**config.mk**
```make
export PLATFORM = sky130hd
export DESIGN_NAME = seg_scan_mux
export DESIGN_NICKNAME = d
export VERILOG_FILES = /design/src/rtl/seg_pkg.sv /design/src/rtl/seg_hex_decode.sv /design/src/rtl/seg_scan_mux.sv
export SDC_FILE = /design/constraint.sdc
export NUM_CORES = 1
export LEC_CHECK = 0
export ABC_CLOCK_PERIOD_IN_PS = 2400
export CAP_MARGIN = 30
export CORE_UTILIZATION = 42
export CTS_BUF_LIST = sky130_fd_sc_hd__clkbuf_8
export DETAILED_ROUTE_END_ITERATION = 16
export PLACE_DENSITY = 0.7
export RECOVER_POWER = 50
export REMOVE_ABC_BUFFERS = 1
export SETUP_SLACK_MARGIN = 0.4
export SLEW_MARGIN = 20
export SYNTH_ARGS = -nofsm -noshare
export SYNTH_HDL_FRONTEND = slang
export SYNTH_SLANG_ARGS = --single-unit
```
**constraint.sdc**
```tcl
create_clock -name clk -period 2.4 [get_ports clk]
set_input_delay 0.48 -clock clk [delete_from_list [all_inputs] [get_ports clk]]
set_output_delay 0.48 -clock clk [all_outputs]
set_load 0.03 [all_outputs]
```
**src/rtl/seg_pkg.sv**
```systemverilog
// ============================================================================
// Module      : seg_pkg
// Description : Shared constants, shadow-register layout and the hex to
//               7-segment table used by the display path and counter blocks.
// Revision    : 1.0 - initial release
// ============================================================================
`default_nettype none

package seg_pkg;

  localparam logic [7:0] SEG_OFF    = 8'hFF;  // all segments dark (active low)
  localparam logic [3:0] AN_OFF     = 4'hF;   // all anodes off (active low)
  localparam int         NUM_DIGITS = 4;

  // Frame-stable copy of the producer's digit word
  typedef struct packed {
    logic [15:0] dig;  // four hex nibbles, nibble 0 = rightmost digit
    logic [3:0]  en;   // per-digit enable
    logic [3:0]  dp;   // per-digit decimal point, 1 = lit
  } shadow_t;

  // Hex nibble to active-low segments, bit order g..a
  function automatic logic [6:0] hex_to_seg(input logic [3:0] nib);
    logic [6:0] s;
    case (nib)
      4'h0: s = 7'b1000000;
      4'h1: s = 7'b1111001;
      4'h2: s = 7'b0100100;
      4'h3: s = 7'b0110000;
      4'h4: s = 7'b0011001;
      4'h5: s = 7'b0010010;
      4'h6: s = 7'b0000010;
      4'h7: s = 7'b1111000;
      4'h8: s = 7'b0000000;
      4'h9: s = 7'b0010000;
      4'hA: s = 7'b0001000;
      4'hB: s = 7'b0000011;
      4'hC: s = 7'b1000110;
      4'hD: s = 7'b0100001;
      4'hE: s = 7'b0000110;
      default: s = 7'b0001110;  // F
    endcase
    return s;
  endfunction

endpackage

`default_nettype wire

```
**src/rtl/seg_hex_decode.sv**
```systemverilog
// ============================================================================
// Module      : seg_hex_decode
// Description : Combinational nibble + decimal point to active-low 8-bit
//               segment pattern {dp, g..a}.
// Revision    : 1.0 - initial release
// ============================================================================
`default_nettype none

module seg_hex_decode (
  input  logic [3:0] i_nibble,
  input  logic       i_dp,
  output logic [7:0] o_seg
);
  import seg_pkg::*;

  // dp is active low on the bus, so a lit point drives bit 7 low
  always_comb begin
    o_seg = {~i_dp, hex_to_seg(i_nibble)};
  end

endmodule

`default_nettype wire

```
**src/rtl/seg_scan_mux.sv**
```systemverilog
// ============================================================================
// Module      : seg_scan_mux
// Description : Time-multiplexes four hex digits onto a shared active-low
//               7-segment bus. A 16-bit digit word is captured into shadow
//               registers only at a frame boundary (upd/updAck handshake),
//               so a displayed frame is never torn.
// Options     : SEG_GHOST_BLANK_EN - blank the first BLANK_CYCLES cycles of
//               every digit slot to suppress ghosting on anode switch.
// Revision    : 1.0 - initial release
// ============================================================================
`default_nettype none

module seg_scan_mux #(
  parameter int SCAN_DIV     = 16,  // cycles per digit slot, >= 2
  parameter int BLANK_CYCLES = 2    // dark cycles per slot when blanking enabled
) (
  input  logic        clk,
  input  logic        rst_n,
  input  logic [15:0] digits,
  input  logic [3:0]  digEn,
  input  logic [3:0]  dpMask,
  input  logic        upd,
  output logic        updAck,
  output logic        frameStart,
  output logic [7:0]  seg,
  output logic [3:0]  an
);
  import seg_pkg::*;

  localparam int                 c_cnt_w   = (SCAN_DIV > 2) ? $clog2(SCAN_DIV) : 1;
  localparam logic [c_cnt_w-1:0] c_cnt_max = c_cnt_w'(SCAN_DIV - 1);

  logic [c_cnt_w-1:0] r_cnt;
  logic [1:0]         r_idx;
  shadow_t            r_shadow;
  logic               r_upd_ack;
  logic               r_frame_start;
  logic               r_boot;

  logic               w_wrap;
  logic               w_boundary;
  logic [3:0]         w_nib;
  logic               w_en;
  logic               w_dp;
  logic               w_blank;
  logic [7:0]         w_seg_dec;

  assign w_wrap     = (r_cnt == c_cnt_max);
  assign w_boundary = w_wrap && (r_idx == 2'd3);

  // Prescaler and digit index: slot advances when the prescaler wraps
  always_ff @(posedge clk or negedge rst_n) begin
    if (!rst_n) begin
      r_cnt <= '0;
      r_idx <= 2'd0;
    end else if (w_wrap) begin
      r_cnt <= '0;
      r_idx <= r_idx + 2'd1;
    end else begin
      r_cnt <= r_cnt + 1'b1;
    end
  end

  // Frame-boundary capture of the producer word plus ack/frame pulses
  always_ff @(posedge clk or negedge rst_n) begin
    if (!rst_n) begin
      r_shadow      <= '0;
      r_upd_ack     <= 1'b0;
      r_frame_start <= 1'b0;
      r_boot        <= 1'b1;
    end else begin
      r_boot        <= 1'b0;
      r_frame_start <= w_boundary;
      r_upd_ack     <= w_boundary && upd;
      if (w_boundary && upd) begin
        r_shadow <= '{dig: digits, en: digEn, dp: dpMask};
      end
    end
  end

  // The first slot after reset release has no preceding boundary edge, so
  // r_boot stands in for the frame pulse until the first clock edge.
  assign frameStart = r_frame_start | (r_boot & rst_n);
  assign updAck     = r_upd_ack;

  assign w_nib = r_shadow.dig[{r_idx, 2'b00} +: 4];
  assign w_en  = r_shadow.en[r_idx];
  assign w_dp  = r_shadow.dp[r_idx];

  seg_hex_decode u_dec (
    .i_nibble (w_nib),
    .i_dp     (w_dp),
    .o_seg    (w_seg_dec)
  );

`ifdef SEG_GHOST_BLANK_EN
  localparam logic [c_cnt_w-1:0] c_blank = c_cnt_w'(BLANK_CYCLES);
  assign w_blank = (r_cnt < c_blank);
`else
  assign w_blank = 1'b0;
`endif

  // Bus drive from registered state only; dark when digit disabled or blanked
  always_comb begin
    an  = AN_OFF;
    seg = SEG_OFF;
    if (w_en && !w_blank) begin
      an  = ~(4'b0001 << r_idx);
      seg = w_seg_dec;
    end
  end

endmodule

`default_nettype wire
```
# Word level (Yosys, flattened, before mapping)
# Memories as Yosys holds them, arrays and structs flattened.
# Cells that the tools add are included.
# W data, S select, Z words.
# word_totals
input_bits	27
word_cells	29
reg_bits	33
mem_count	1
out_inout_bits	14
mem_bits_ro	112
# classes
magnitude_cmp	1
n_reduce_logical	2
shift	2
n_addsub	2
muxes	7
n_eq_ne	2
n_bitwise	4
# memory_table
memory	depth	word_bits	read_ports	rd_clocked_by_memory_dff	write_ports	line_no	rtl
(name not given)	16	7	1	0	0	seg_pkg.sv:25	case (nib)
# op_table
operator	count
$shiftx A16 B5 Y4	1
$mux W4	2
$mux W8	1
$add A4 B1 Y4 const B	1
$bmux W1 S2	2
$eq A4 B4 Y1 const B	1
$not A4 Y4	1
$shl A1 B2 Y4 const A	1
$lt A2 B3 Y1 const B	1
$add A2 B1 Y2 const B	1
$eq A2 B2 Y1 const B	1
$logic_and A1 B1 Y1	2
$mux W1	2
$and A1 B1 Y1	1
$not A1 Y1	1
$or A1 B1 Y1	1

# Logic depth before layout (Yosys ltp)
# Gate-level depths: netlist of the first run.
# depth
depth_word	4
depth_mapped	7
depth_no_buf	6

# Cells and area by module
# A second synthesis of the first run with hierarchy kept.
# unflattened
hier_cells	137
area_unflattened_um2	1860.5
# modules_own_cells
mod	n_inst	cells_each	area_per_inst_um2	seq_area_each_um2
seg_scan_mux	1	104	1581.5	827.0
seg_hex_decode	1	33	279.0	0.0

# Worst setup path before layout of the first run
# Ideal clock, no wire load.
# synth_path
kind	register to output
startpoint	register r_idx[0]
endpoint	output seg[0]
path_buffers	1
stages_incl_launch_ff	7
t_arrival_ps	2350
setup_slack_ps	-430
path_cell_list	dfrtp_1 > buf_6 > mux4_1 > inv_1 > ha_1 > nor4bb_1 > a311oi_1
# synth_via
elab_chain_cells	3
word_cells_on_any_way	5
classes_between	1 x shift; 3 x mux; 1 x memory
# synth_lines
item	line_no	rtl
from (decl)	seg_scan_mux.sv:34	logic [1:0] r_idx;
from (signal assigned)	seg_scan_mux.sv:58	r_idx <= r_idx + 2'd1;
$shiftx A16 B5 Y4 or $bmux W1 S2 (tied branches)	seg_scan_mux.sv:86, seg_scan_mux.sv:87	
$mem_v2 Z16 W7 or $mux W1 (tied branches)	-	
$mux W8 (*)	seg_scan_mux.sv:107	if (w_en && !w_blank) begin
to (decl)	seg_scan_mux.sv:25	output logic [7:0] seg,
# Every way passes the cells marked *; elsewhere a longest branch is shown, timed or not. The select of a mux whose other input is x is not followed.

# Worst setup path after layout of the first run
# layout_path
startpoint	register r_idx[0]
endpoint	output seg[3]
# Same word-level chain as after synthesis.

==> reports/qor_table.md, run 1 <==
| Parameter | This run |
|:---|:---|
| Register-to-register setup slack | 0.56 ns |
| Die span in y | 66.8 µm |
| Worst Min Path Start | r_shadow[1] |
| Tot Pwr | 996 µW |
| Placer Congestion | 0.840 |
| TritonCTS buffer count | 5 |
| Slew Limit Headroom | 47.6% |
| Number of diodes | 0 |
| Number of stages on the worst hold path | 1 |
| Via count of the first global-routing pass | 1250 |
| Filler instances | 332 |
| Post-placement cell area | 0.00225 mm² |
| Setup repair after global routing missed its margin | yes |
| Fmax | 384 MHz |
| Critical Path AT | 2.12 ns |
| Largest vdd supply drop | 0.000329 V |
| Number of failing setup endpoints in the final timing report | 7 |
| Final worst path period share | 108% |
| Setup TNS | -1.16 ns |
| Largest net degree at the start of global routing | 34 |
| Cell variety after synth | 31 |
| Number of slew-limit violations in the final report | 0 |
| Number of clock sinks | 33 |
| Layout-stage area growth over the synthesis result | 40.0% |
| Global-route wire length before repair | 5930 µm |
| CTS HTree Levels | 2 |
| Hold_ws | 0.499 ns |
| Overall die width | 66.8 µm |
| First drt pass iteration count | 4 |
| Syn Area/Cell | 13.3 µm² |
| Total I/O pin count | 41 |
| Number of instances in the placed design | 229 |
| Stages on the worst setup path | 7 |
| Flip-flop and latch count after synthesis | 33 |
| RR Startpoint | r_cnt[0] |
| Post-synthesis sequential area ratio | 46.9% |
| Worst Setup Start Kind | flip-flop |
| Area of the mapped netlist | 0.00176 mm² |
| Cell-by-cell listing of the critical path | mux4_2, inv_4, ha_4, inv_2, o211a_1, a32oi_1, buf_4 |
| Static Leakage | 0.00115 µW |
| Detailed-route wire length per cell | 15.1 µm |
| Number of nets in the finished design | 228 |
| First DRT Iteration DRCs | 45 |
| Quantity of hold-fixing buffers added after cts | 0 |
| Total power per unit cell area | 403 mW/mm² |
| HP Class | flip-flop to flip-flop |
| Count of max-cap constraint violations | 0 |
| Clock Root Buffer | sky130_fd_sc_hd__clkbuf_8 |
| Antenna violations before repair | 0 |
| Clock latency reported for the late side of the worst-skew pair | 0.28 ns |
| Sum of overflow across all layers after global routing | 0 |
| I/O Buffers | 40 |
| Type of the worst setup path | flip-flop to primary output |
| Via total after detailed routing | 1213 |
| Routed wire length | 3620 µm |
| Slew of the pin with the lowest slew margin | 0.786 ns |
| Max Fanout on Critical Path | 4 |
| Yosys warning total | 0 |
| Layout Cell Area excl Fill | 0.00247 mm² |
| Die Area | 0.00446 mm² |
| Min cycle time layout | 2.60 ns |
| Capturing point of the worst reg2reg path | r_shadow[2] |
| HPWL Detailed | 2710 µm |
| Run status | complete, but fails checks |
| Starting utilization of the core area | 43.8% |
| Area used by multi-input combinational logic | 918 µm² |
| TritonCTS clock tree | yes |
| Remaining antenna violation count | 0 |
| Longest individual stage delay on the worst path | 0.58 ns |
| GRT Overall Usage | 18.6% |
| Remaining DRCs | 0 |
| Final hold violation count | 0 |
| Floorplan core area | 0.00403 mm² |
| Vias/cell | 5.05 |
| Slowest stage cell, crit path | sky130_fd_sc_hd__mux4_2 |
| Std cell rows | 23 |
| Count of buffer and inverter cells on the critical path | 3 |
| Finished Layout Cells | 240 |
| Cells after synthesis | 133 |
| Area taken by flip-flops and latches | 828 µm² |
| Clock Path Buffers | 2 |
| Required @ worst endpoint | 1.92 ns |
| Worst clock skew | 0.00548 ns |
| Reg clk slew, reported paths | 0.06 ns |
| Worst min-delay path endpoint | r_shadow[1] |
| Worst path setup slack after routing | -0.204 ns |
| Type of destination of the critical path | primary output |
| Share of cells above drive strength 1 | 42.6% |
| Worst R2R Path Depth | 5 |
| Failing checks | negative setup slack |
| Cell family with the largest share of critical-path delay | multiplexers |
state kept, by name, summed over array words and instances, names as in the netlist:
register	flops
r_shadow	24
r_cnt	4
r_idx	2
r_boot	1
r_frame_start	1
updAck	1
power by group:
group / leakage (µW) / internal, µW / switching, µW
combinational: 0.000651 / 38.8 / 19.6
sequential: 0.000443 / 558 / 0.193
clock: 0.0000519 / 193 / 187
total: 0.00115 / 789 / 206
cell usage in the layout (no fill, tap or decap), drive strengths merged:
master,n
dfrtp,32
buf,29
clkdlybuf4s50,26
mux2,24
inv,14
ha,12
nand2,7
mux4,6
clkbuf,6
mux2i,5
o221ai,4
nand3,3
o21ai,3
xnor2,2
nor4bb,2
nand2b,1
o211a,1
a32oi,1
or2,1
o211ai,1
a311oi,1
xor2,1
and3,1
nor2,1
a21o,1
and2,1
a21oi,1
dlygate4sd3,1
dfstp,1
conb,1
metrics by stage:
step / worst slack, ns / util [%]
final: -0.204 / 61.3
after global routing: -0.285 / 61.3
after CTS: -0.203 / 61.2
after detailed placement: -0.0721 / 55.8
after global placement: 0.0341 / 55.8
after floorplan: -0.499 / -
layout make-up:
cell class                      instances  area share [%]
Sequential cell                        33            33.5
Clock buffer                            5            2.79
Multi-Input combinational cell         81            37.2
Timing Repair Buffer                   57            21.6
Inverter                               11            1.87
Tap cell                               50            2.53
Clock inverter                          3           0.456
how the worst max path moves through the flow:
stage / start / to
global route: r_idx[0] / seg[3]
detailed placement: r_idx[0] / seg[3]
floorplan: r_idx[0] / seg[0]
finish: r_idx[0] / seg[3]
CTS: r_idx[0] / seg[4]
global placement: r_idx[0] / seg[3]
cell usage after synthesis, drive strengths merged:
library cell | n | share of area [%]
xnor2 | 2 | 0.99
mux2 | 24 | 15
or2 | 1 | 0.50
a32oi | 1 | 0.50
a311oi | 1 | 0.50
o21ai | 3 | 0.85
ha | 12 | 8.5
o221ai | 4 | 2.0
o211a | 1 | 0.57
dfrtp | 32 | 45
a21oi | 1 | 0.28
o211ai | 1 | 0.71
buf | 6 | 2.4
inv | 11 | 2.3
dfstp | 1 | 1.5
mux2i | 5 | 2.8
nand2b | 1 | 0.35
nor4bb | 2 | 1.1
nand3 | 3 | 0.85
nand2 | 7 | 1.5
a21o | 1 | 0.43
nor2 | 1 | 0.21
xor2 | 1 | 0.50
mux4 | 6 | 8.5
conb | 1 | 0.21
and2 | 1 | 0.35
and3 | 1 | 0.35
clkbuf | 2 | 0.43
metal layers:
metal / track usage, % / vias to the layer above / share of wire (%) / wire [µm]
li1: - / 583 / - / -
met5: 0 / - / 0 / 0
met3: 4.62 / 4 / 3.8 / 138
met2: 31.2 / 32 / 51 / 1840
met1: 23.1 / 594 / 44 / 1610
met4: 6.38 / 0 / 0.75 / 27
repair_timing:
action | 4_1_cts | 5_1_grt
setup endpoints to repair | 12 | 12
setup buffers | 3 | 0
gates resized for setup | 34 | 2
pin swaps | 7 | 1
endpoints found under the hold margin | 0 | 0
kinds of logic (layout without fill, tap and decap cells):
family                     Yosys count  in the layout  share of synthesized area, %
muxes                               35             35                          26.7
DFF                                 33             33                          46.9
buffers and inverters               19             76                          5.18
and+or+nand+nor                     17             17                          5.25
AOI/OAI and AO/OA                   13             13                          5.82
adders and majority gates           12             12                          8.51
xor gates and xnor gates             3              3                          1.49
other                                1              1                         0.213
No activity file was read; power rests on OpenSTA's default activity.
==> run 2, diff against run 1 <==
CTS_CLUSTER_DIAMETER = 200   (was not set)
==> results of run 2 <==
Final layout, timing and power as in run 1 (identical DEF).
==> run 3, diff against run 2 <==
--- a/config.mk
+++ b/config.mk
@@ -13,3 +13,3 @@
 export DETAILED_ROUTE_END_ITERATION = 16
-export PLACE_DENSITY = 0.7
+export PLACE_DENSITY = 0.74
 export RECOVER_POWER = 50
--- a/constraint.sdc
+++ b/constraint.sdc
@@ -3,2 +3,2 @@
 set_output_delay 0.48 -clock clk [all_outputs]
-set_load 0.03 [all_outputs]
+set_load 0.005 [all_outputs]
==> run 3 against run 2 <==
Effect of this change:
- the flow finishes with violations (max-capacitance violations, max-slew violations, negative setup slack)
- worst setup slack improved by 0.0019 ns
- die area did not move
- core utilization rose by 3.5 points
- clock skew is essentially flat
- cell area up 5.7%
- clock power increased by 1%
- sequential power hardly changed
- count of clock-buffer cells in the layout did not move
- via count is 9.7% higher
- register-to-register slack lost 0.02 ns
- largest cell class unchanged
- largest power group unchanged
==> reports/qor_table.md, run 3 (synthesis gave the netlist of run 1 again) <==
| Parameter | This run |
|:---|:---|
| Vias/cell | 5.14 |
| Floorplan core area | 0.00403 mm² |
| Longest individual stage delay on the worst path | 0.59 ns |
| Slew Limit Headroom | -16.1% |
| Most utilized layer in the global route result | met2 |
| Static Leakage | 0.00123 µW |
| Share of cells above drive strength 1 | 46.9% |
| Reg clk slew, reported paths | 0.07 ns |
| Leading cell types in the layout, fill and taps excluded | sky130_fd_sc_hd__dfrtp_1, sky130_fd_sc_hd__clkdlybuf4s50_1, sky130_fd_sc_hd__mux2_2, sky130_fd_sc_hd__buf_6, sky130_fd_sc_hd__buf_4 |
| CTS HTree Levels | 2 |
| Final worst path period share | 108% |
| Number of slew-limit violations in the final report | 34 |
| Die Area | 0.00446 mm² |
| Count of max-cap constraint violations | 1 |
| HPWL Detailed | 2760 µm |
| Die span in y | 66.8 µm |
| Critical Path AT | 2.12 ns |
| Antenna violations before repair | 0 |
| Largest net degree at the start of global routing | 34 |
| Starting utilization of the core area | 43.8% |
| Via total after detailed routing | 1331 |
| Met3 track demand over resource | 5.14% |
| Worst Setup Start Kind | flip-flop |
| Placement-stage worst setup slack | -0.411 ns |
| Number of failing setup endpoints in the final timing report | 11 |
| Run status | complete, but fails checks |
| Overall die width | 66.8 µm |
| Required @ worst endpoint | 1.92 ns |
| Largest vdd supply drop | 0.000391 V |
| Detailed-route wire length per cell | 16.1 µm |
| Cell-by-cell listing of the critical path | mux4_2, buf_6, ha_4, nor4bb_4, a311oi_2, buf_2 |
| Count of buffer and inverter cells on the critical path | 2 |
| Global-route wire length before repair | 6490 µm |
| TritonCTS buffer count | 5 |
| Biggest register | r_shadow |
| Clock Root Buffer | sky130_fd_sc_hd__clkbuf_8 |
| Hold_ws | 0.488 ns |
| GRT Overall Usage | 20.1% |
| Placer Congestion | 0.767 |
| Failing checks | max-capacitance violations, max-slew violations, negative setup slack |
| Max FFs per register | 24 |
| Min cycle time layout | 2.60 ns |
| Setup repair after global routing missed its margin | yes |
| Tot Pwr | 1000 µW |
| Number of clock sinks | 33 |
| Total I/O pin count | 41 |
| First DRT Iteration DRCs | 121 |
| Final hold violation count | 0 |
| Via count of the first global-routing pass | 1397 |
| Type of destination of the critical path | primary output |
| Cell family with the largest share of critical-path delay | multiplexers |
| Met2 usage | 33.2% |
| Type of the worst setup path | flip-flop to primary output |
| Slowest stage cell, crit path | sky130_fd_sc_hd__mux4_2 |
| Max Fanout on Critical Path | 4 |
| Remaining DRCs | 0 |
| I/O Buffers | 40 |
| TritonCTS clock tree | yes |
| Worst path setup slack after routing | -0.202 ns |
| Met1 Use GR | 25.4% |
| Largest registers | r_shadow: 24 flops, r_cnt: 4 flops, r_idx: 2 flops |
| Total power per unit cell area | 383 mW/mm² |
| Quantity of hold-fixing buffers added after cts | 0 |
| HP Class | flip-flop to flip-flop |
| Remaining antenna violation count | 0 |
| Slew of the pin with the lowest slew margin | 1.74 ns |
| Number of diodes | 0 |
| Filler instances | 321 |
| Sum of overflow across all layers after global routing | 0 |
| Std cell rows | 23 |
| Clock latency reported for the late side of the worst-skew pair | 0.28 ns |
| Number of nets in the finished design | 247 |
| Layout-stage area growth over the synthesis result | 48.0% |
| Fmax | 384 MHz |
| Share of the core filled with cells in the final layout | 64.8% |
| Routed wire length | 4180 µm |
| Clock Path Buffers | 2 |
| Most common cell after layout, fill and taps aside | sky130_fd_sc_hd__dfrtp_1 |
| Worst clock skew | 0.00534 ns |
| First drt pass iteration count | 4 |
[run 3: changes by cell type in the layout (fill, tap and decap cells not counted), sizes merged]
cell / previous run / this run
buf: 29 / 47
clkdlybuf4s50: 26 / 27
dlygate4sd2: 0 / 1
dlygate4sd3: 1 / 0
[run 3: cell type report]
| class | count | area, µm² | area share [%] |
|---|---|---|---|
| clock buffers | 5 | 68.8 | 2.64 |
| clock inverters | 3 | 11.3 | 0.431 |
| inverters | 11 | 43.8 | 1.68 |
| multi-input cells | 81 | 901 | 34.5 |
| flip-flops and latches | 33 | 828 | 31.7 |
| well taps | 50 | 62.6 | 2.40 |
| repair buffers | 76 | 696 | 26.6 |
[run 3: report_power, final]
part / switching (µW) / internal (µW) / leakage [µW]
sequential: 0.236 / 558 / 0.000443
clock: 193 / 193 / 0.0000519
combinational: 17.7 / 38.5 / 0.000730
[run 3: repair_timing]
item / CTS / global route
pin swaps: 10 / 4
buffers inserted: 15 / 4
resized for setup: 82 / 10
setup endpoints to repair: 13 / 12
[run 3: metal layers]
metal	wire (µm)	share of wire [%]
met4	60	1.4
met2	2190	52
met3	151	3.6
met1	1780	43
met5	0	0
[run 3: worst register-to-register path, cell delays in order, from the launching register on]
cell	delay, ns
sky130_fd_sc_hd__dfrtp_1	0.41
sky130_fd_sc_hd__ha_1	0.24
sky130_fd_sc_hd__and3_1	0.27
sky130_fd_sc_hd__nand3_1	0.11
sky130_fd_sc_hd__buf_4	0.31
sky130_fd_sc_hd__mux2_2	0.40
[run 3: worst paths after layout]
path                                 to  cells after the start  slack (ns)     start
min                            r_cnt[0]                      1        0.49  r_cnt[0]
min in group asynchronous      r_idx[1]                      2        0.97     rst_n
max                              seg[0]                      6       -0.20  r_idx[0]
max in group asynchronous      r_idx[0]                      2        0.31     rst_n
min reg2reg                    r_cnt[0]                      1        0.49  r_cnt[0]
max reg2reg                r_shadow[15]                      5        0.54  r_cnt[0]
[run 3: through the flow]
step,TNS [ns],cells,area (µm²)
3_3_place_gp,-1.75,232,2300
2_1_floorplan,-0.0209,125,1710
3_5_place_dp,-2.51,232,2300
5_1_grt,-2.76,259,2610
6_report,-1.67,259,2610
4_1_cts,-1.05,255,2530
